### src/rtl/mips_ctrl_pkg.sv
// Shared encodings for the multicycle MIPS control FSM: opcodes, ALU op classes,
// FSM states and datapath mux selects.
package mips_ctrl_pkg;

  localparam logic [5:0] OP_RTYPE = 6'b000000;
  localparam logic [5:0] OP_LW    = 6'b100011;
  localparam logic [5:0] OP_SW    = 6'b101011;
  localparam logic [5:0] OP_BEQ   = 6'b000100;
  localparam logic [5:0] OP_ADDI  = 6'b001000;
  localparam logic [5:0] OP_ANDI  = 6'b001100;
  localparam logic [5:0] OP_ORI   = 6'b001101;
  localparam logic [5:0] OP_SLTI  = 6'b001010;
  localparam logic [5:0] OP_J     = 6'b000010;

  localparam logic [1:0] ALUOP_ADD   = 2'b00;
  localparam logic [1:0] ALUOP_SUB   = 2'b01;
  localparam logic [1:0] ALUOP_ITYPE = 2'b10;
  localparam logic [1:0] ALUOP_RTYPE = 2'b11;

  localparam logic [1:0] SRCB_REGB   = 2'b00;
  localparam logic [1:0] SRCB_FOUR   = 2'b01;
  localparam logic [1:0] SRCB_IMM    = 2'b10;
  localparam logic [1:0] SRCB_BRANCH = 2'b11;

  localparam logic [1:0] RES_ALUOUT    = 2'b00;
  localparam logic [1:0] RES_DATA      = 2'b01;
  localparam logic [1:0] RES_ALURESULT = 2'b10;

  localparam logic [1:0] PCSRC_ALURESULT = 2'b00;
  localparam logic [1:0] PCSRC_ALUOUT    = 2'b01;
  localparam logic [1:0] PCSRC_JUMP      = 2'b10;

  typedef enum logic [3:0] {
    StFetch   = 4'd0,
    StDecode  = 4'd1,
    StMemAdr  = 4'd2,
    StMemRd   = 4'd3,
    StMemWb   = 4'd4,
    StMemWr   = 4'd5,
    StRtypeEx = 4'd6,
    StAluWb   = 4'd7,
    StBeq     = 4'd8,
    StItypeEx = 4'd9,
    StItypeWb = 4'd10,
    StJump    = 4'd11
  } state_e;

  // Dispatch out of DECODE; StFetch doubles as the "unsupported opcode" result.
  function automatic state_e decode_next(logic [5:0] op);
    state_e nxt;
    unique case (op)
      OP_LW, OP_SW:                      nxt = StMemAdr;
      OP_RTYPE:                          nxt = StRtypeEx;
      OP_BEQ:                            nxt = StBeq;
      OP_ADDI, OP_ANDI, OP_ORI, OP_SLTI: nxt = StItypeEx;
      OP_J:                              nxt = StJump;
      default:                           nxt = StFetch;
    endcase
    return nxt;
  endfunction

endpackage

### src/rtl/mips_ctrl_outdec.sv
// Combinational state-to-control decode for the multicycle MIPS controller.
module mips_ctrl_outdec
  import mips_ctrl_pkg::*;
(
  input  state_e      state,
  input  logic [5:0]  op_q,
  input  logic        mem_ready,
  output logic        ir_write,
  output logic        pc_write,
  output logic        branch,
  output logic        mem_write,
  output logic        reg_write,
  output logic        reg_dst,
  output logic        adr_src,
  output logic        alu_src_a,
  output logic [1:0]  alu_src_b,
  output logic        imm_zext,
  output logic [1:0]  result_src,
  output logic [1:0]  pc_src,
  output logic [1:0]  aluop
);

  always_comb begin
    ir_write   = 1'b0;
    pc_write   = 1'b0;
    branch     = 1'b0;
    mem_write  = 1'b0;
    reg_write  = 1'b0;
    reg_dst    = 1'b0;
    adr_src    = 1'b0;
    alu_src_a  = 1'b0;
    alu_src_b  = SRCB_REGB;
    imm_zext   = 1'b0;
    result_src = RES_ALUOUT;
    pc_src     = PCSRC_ALURESULT;
    aluop      = ALUOP_ADD;
    case (state)
      StFetch: begin
        ir_write   = mem_ready;
        pc_write   = mem_ready;
        alu_src_b  = SRCB_FOUR;
        result_src = RES_ALURESULT;
      end
      // Precompute the branch target into ALUOut while the opcode is decoded.
      StDecode:  alu_src_b = SRCB_BRANCH;
      StMemAdr: begin
        alu_src_a = 1'b1;
        alu_src_b = SRCB_IMM;
      end
      StMemRd:   adr_src = 1'b1;
      StMemWb: begin
        result_src = RES_DATA;
        reg_write  = 1'b1;
      end
      StMemWr: begin
        adr_src   = 1'b1;
        mem_write = 1'b1;
      end
      StRtypeEx: begin
        alu_src_a = 1'b1;
        aluop     = ALUOP_RTYPE;
      end
      StAluWb: begin
        reg_write = 1'b1;
        reg_dst   = 1'b1;
      end
      StBeq: begin
        alu_src_a = 1'b1;
        aluop     = ALUOP_SUB;
        branch    = 1'b1;
        pc_src    = PCSRC_ALUOUT;
      end
      StItypeEx: begin
        alu_src_a = 1'b1;
        alu_src_b = SRCB_IMM;
        aluop     = ALUOP_ITYPE;
        imm_zext  = (op_q == OP_ANDI) || (op_q == OP_ORI);
      end
      StItypeWb: reg_write = 1'b1;
      StJump: begin
        pc_src   = PCSRC_JUMP;
        pc_write = 1'b1;
      end
      default: ;
    endcase
  end

endmodule

### src/rtl/multicycle_controller.sv
// Main control FSM for the multicycle MIPS datapath: sequences each instruction
// and drives the datapath enables and mux selects.
module multicycle_controller
  import mips_ctrl_pkg::*;
#(
  parameter int unsigned STATE_W = 4
) (
  input  logic               clk,
  input  logic               rst_n,
  input  logic [5:0]         opcode,
  input  logic               zero,
  input  logic               mem_ready,
  output logic               pc_en,
  output logic               ir_write,
  output logic               mem_write,
  output logic               reg_write,
  output logic               reg_dst,
  output logic               adr_src,
  output logic               alu_src_a,
  output logic [1:0]         alu_src_b,
  output logic               imm_zext,
  output logic [1:0]         result_src,
  output logic [1:0]         pc_src,
  output logic [1:0]         aluop,
  output logic [5:0]         alu_opcode,
  output logic               illegal_op,
  output logic [STATE_W-1:0] state
);

  state_e     state_q, state_d;
  logic [5:0] op_q;
  logic       illegal_q;
  logic       dec_ir_write, dec_pc_write, dec_branch, dec_mem_write, dec_reg_write;

  always_ff @(posedge clk or negedge rst_n) begin
    if (!rst_n) begin
      state_q   <= StFetch;
      op_q      <= '0;
      illegal_q <= 1'b0;
    end else begin
      state_q   <= state_d;
      illegal_q <= (state_q == StDecode) && (decode_next(opcode) == StFetch);
      if (state_q == StDecode) begin
        op_q <= opcode;
      end
    end
  end

  always_comb begin
    state_d = StFetch;
    case (state_q)
      StFetch:   state_d = mem_ready ? StDecode : StFetch;
      StDecode:  state_d = decode_next(opcode);
      StMemAdr:  state_d = (op_q == OP_SW) ? StMemWr : StMemRd;
      StMemRd:   state_d = mem_ready ? StMemWb : StMemRd;
      StMemWr:   state_d = mem_ready ? StFetch : StMemWr;
      StRtypeEx: state_d = StAluWb;
      StItypeEx: state_d = StItypeWb;
      default:   state_d = StFetch;
    endcase
  end

  mips_ctrl_outdec u_outdec (
    .state      (state_q),
    .op_q       (op_q),
    .mem_ready  (mem_ready),
    .ir_write   (dec_ir_write),
    .pc_write   (dec_pc_write),
    .branch     (dec_branch),
    .mem_write  (dec_mem_write),
    .reg_write  (dec_reg_write),
    .reg_dst    (reg_dst),
    .adr_src    (adr_src),
    .alu_src_a  (alu_src_a),
    .alu_src_b  (alu_src_b),
    .imm_zext   (imm_zext),
    .result_src (result_src),
    .pc_src     (pc_src),
    .aluop      (aluop)
  );

  // FETCH follows mem_ready combinationally, so gate every write enable with reset.
  assign ir_write   = rst_n & dec_ir_write;
  assign mem_write  = rst_n & dec_mem_write;
  assign reg_write  = rst_n & dec_reg_write;
  assign pc_en      = rst_n & (dec_pc_write | (dec_branch & zero));
  assign alu_opcode = op_q;
  assign illegal_op = illegal_q;
  assign state      = STATE_W'(state_q);

endmodule

### config.mk
export PLATFORM = sky130hd
export DESIGN_NAME = multicycle_controller
export DESIGN_NICKNAME = d
export VERILOG_FILES = /design/src/rtl/mips_ctrl_pkg.sv /design/src/rtl/mips_ctrl_outdec.sv /design/src/rtl/multicycle_controller.sv
export SDC_FILE = /design/constraint.sdc
export NUM_CORES = 1
export LEC_CHECK = 0
export BUFFER_PORTS_ARGS = -buffer_cell sky130_fd_sc_hd__buf_2
export CAP_MARGIN = 20
export CORE_ASPECT_RATIO = 2
export CORE_UTILIZATION = 30
export DETAILED_ROUTE_END_ITERATION = 12
export HOLD_SLACK_MARGIN = 0.1
export PLACE_DENSITY = 0.53
export SKIP_LAST_GASP = 1
export SLEW_MARGIN = 20
export SYNTH_ARGS = -nofsm -noshare
export SYNTH_HDL_FRONTEND = slang
export SYNTH_SLANG_ARGS = --single-unit
### constraint.sdc
create_clock -name clk -period 1.8 [get_ports clk]
set_clock_uncertainty 0.1 [all_clocks]
set_input_delay 0.36 -clock clk [delete_from_list [all_inputs] [get_ports clk]]
set_output_delay 0.36 -clock clk [all_outputs]
set_load 0.05 [all_outputs]
==> results_dict.tcl <==
set metrics [dict create \
    worst-path-buf-inv 1 \
    grt_first_pass_wirelength_mm 4.42 \
    grt_usage_pct 20.3 \
    synth_area_um2 861 \
    path_max_fanout 2 \
    syn_nets 109 \
    synth_compound_area_share_pct 15.3 \
    slowest_stage "or4bb_4" \
    num_rows 27 \
    antenna_found_initial 0 \
    synth-simple-area-share_pct 36.8 \
    syn-mean-instance-area_um2 8.70 \
    rsz0062_at_grt "true" \
    clk_latency_ns 0.23 \
    maxCapViolCount 0 \
    status "finished, violations left" \
    yosysSeqAreaShare_pct 32.0 \
    final_antenna_net_count 0 \
    die_area_um2 3100 \
    crit_type "reg -> out" \
    cts_tree "done" \
    cp_top_family "simple AND/OR/NAND/NOR gates" \
    p_leak_nw 0.719 \
    min_path_type "in -> reg" \
    synthArstFlopShare_pct 100 \
    ir_drop_mv 1.13 \
    finalWorstSetupSlack_ns -0.173 \
    numCtsBuffers 3 \
    clock-sinks 11 \
    p_seq_share_pct 16.9 \
    hold_viol_final 0 \
    area_delta_synth_final_pct 88.2 \
    period_share_pct 110 \
    yosysWarnings 0 \
    remaining_drc_errors 0 \
    first_global_vias 982 \
    p_per_area_nw_per_um2 1810 \
    rr_worst_depth 4 \
    place.gp.congestion 0.711 \
    diodes 0 \
    synth_top_family_by_area "simple AND/OR/NAND/NOR gates" \
    drtPass1Iterations 2 \
    setup_viol 12 \
    max_freq_mhz 507 \
    crit_required_ns 1.34 \
    final_nets 171 \
    min_from "opcode[4]" \
    timing.rr.end "alu_opcode[5]" \
    synth.mux.area_fraction_pct 9.16 \
    synth_xor_area_share_pct 1.02 \
    fin_area_um2 1620 \
    utilization_pct 59.2 \
    power.total_mw 2.94 \
    placement.io_buffers 36 \
    fin_cells 189 \
    clk_pin_slew_ns 0.05 \
    vias 995 \
    dp.cells 177 \
    p_clk_share_pct 8.4 \
    yosysUniqueCellTypes 34 \
    drive_gt1_share_pct 71.3 \
    worstPathArrival_ns 1.51 \
    combinationalPowerShare_pct 74.7 \
    grt.overflow.total 0 \
    p_switching_mw 1.54 \
    worst_setup_path_end_kind "output port" \
    core_area_um2 2740 \
    initialDrtViolationCount 23 \
    dpl.hpwl_mm 2.22 \
    drv_slew 0 \
    fp.dieH_um 77.8 \
    wl_per_cell_um 14.6 \
    netlist_instances 99 \
    switching_share_pct 52.5 \
    start_kind "flip-flop" \
    whs_path_depth 2 \
    cts_max_path_buffers 2 \
    drt_wl_total_mm 2.76 \
    violations "setup timing" \
    r2r_slack_ns 0.09 \
    post-route-min-period_ns 1.97 \
    crit_start "alu_opcode[5]" \
    p_int_mw 1.40 \
    die_x_um 39.9 \
    yosys_register_bits 11 \
    start_util_pct 31.5 \
    htree_levels 1 \
    synth_edf_count 0 \
    critPathMaxStageDelay_ns 0.55 \
    relSlewSlack_pct 73.4 \
    place_area_um2 1350 \
    vias_per_cell 5.26 \
    cts-root-buf "clkbuf_8" \
    ys.flop_type "dfrtp_1" \
    synth-adder-area-share_pct 0 \
    whs_endpoint "alu_opcode[4]" \
    timing.rr.start "state[1]" \
    grt_max_degree 12 \
    ios 37 \
    path_cells "or4bb_4 -> nor3_4 -> buf_6" \
    tightest_slew_ns 0.393 \
]
[per-stage QoR]
step | setup slack [ns] | TNS, ns | hold slack (ns)
floorplan | -0.463 | -1.54 | -0.0356
global placement | -0.0206 | -0.0206 | 0.113
detailed placement | -0.0525 | -0.0606 | 0.116
CTS | -0.167 | -1.17 | 0.306
global route | -0.198 | -1.73 | 0.316
finish | -0.173 | -1.04 | 0.305
[cells in the final DEF, fill, tap and decap left out, drive strengths merged, types with 2 or more instances in the layout]
cell         netlist  routed
buf                5      63
dfrtp             11      11
mux2               7       7
nor2               6       6
and3               6       6
o21ai              5       5
nor2b              4       4
nor3               4       4
clkbuf             3       4
nor3b              4       4
a21oi              4       4
a31oi              3       3
nand3              3       3
nand2              3       3
nor4               3       3
nand2b             3       3
nand3b             2       2
or3                2       2
nand4              2       2
inv                3       2
o211ai             2       2
and3b              2       2
dlygate4sd3        0       2
a21bo              2       2
[worst max-delay path by stage]
| stage | end | cells after the start | slack (ns) |
|---|---|---|---|
| final | imm_zext | 3 | -0.17 |
| after global routing | ir_write | 4 | -0.20 |
| after CTS | imm_zext | 3 | -0.17 |
| after detailed placement | imm_zext | 3 | -0.05 |
| after global placement | imm_zext | 3 | -0.02 |
| after floorplan | ir_write | 3 | -0.46 |
[metal layers]
metal	part of all wire, %	vias up	wire, µm	track usage, %
met2	64	26	1770	41.1
met5	0	-	0	0
met1	32	475	871	16.6
li1	-	490	-	-
met3	2.4	4	66	2.29
met4	1.8	0	51	7.59
[worst reg2reg max path: cells and delay by family (launching register included)]
kind          cells  cell delay (ns)
flops             1             0.47
simple gates      1             0.26
mux               1             0.35
buf+inv           2             0.41
[area by class of cell]
cell class,count,area [µm²]
multi-input combinational,77,731
timing repair buffer,65,508
tap,29,36.3
sequential,11,285
inverter,3,15.0
fill,248,1120
clock buffer,4,45.0
[cells by family after synthesis]
kind of cell / Yosys count
buffers and inverters: 11
XOR/XNOR: 1
AO/OA/AOI/OAI: 20
multiplexers: 7
AND/OR/NAND/NOR: 49
flip-flops: 11
[sequential cells by signal, indices dropped and copies added (netlist names)]
register    cells
alu_opcode      6
illegal_op      1
state           4
[power groups by stage]
stage               sequential [mW]  clock, mW  combinational (mW)
floorplan                     0.863          0                1.13
global placement              0.500          0                1.95
detailed placement            0.506          0                1.97
CTS                           0.506      0.255                2.15
global route                  0.519      0.266                2.31
finish                        0.498      0.246                2.20
[what timing repair did]
item	4_1_cts	5_1_grt
hold endpoints to repair	3	0
gates cloned	0	0
pin swaps	3	1
buffers inserted	3	3
setup endpoints to repair	16	15
gates resized for setup	42	3
hold buffers	2	0
[synth_stat cells, drive strengths merged, types with 2 or more instances]
| master | instances | area, µm² |
|---|---|---|
| and3 | 6 | 37.5 |
| mux2 | 7 | 78.8 |
| nor2b | 4 | 25.0 |
| nor4 | 3 | 18.8 |
| dfrtp | 11 | 275 |
| nand4 | 2 | 12.5 |
| clkbuf | 3 | 11.3 |
| a21bo | 2 | 20.0 |
| buf | 5 | 27.5 |
| and3b | 2 | 17.5 |
| a21oi | 4 | 20.0 |
| a31oi | 3 | 18.8 |
| or3 | 2 | 12.5 |
| nor2 | 6 | 22.5 |
| nand3b | 2 | 15.0 |
| o21ai | 5 | 25.0 |
| nor3b | 4 | 30.0 |
| nand2b | 3 | 18.8 |
| nand2 | 3 | 11.3 |
| nor3 | 4 | 20.0 |
| inv | 3 | 11.3 |
| nand3 | 3 | 15.0 |
| o211ai | 2 | 15.0 |
Note: power is estimated with default switching activity, not from simulation.
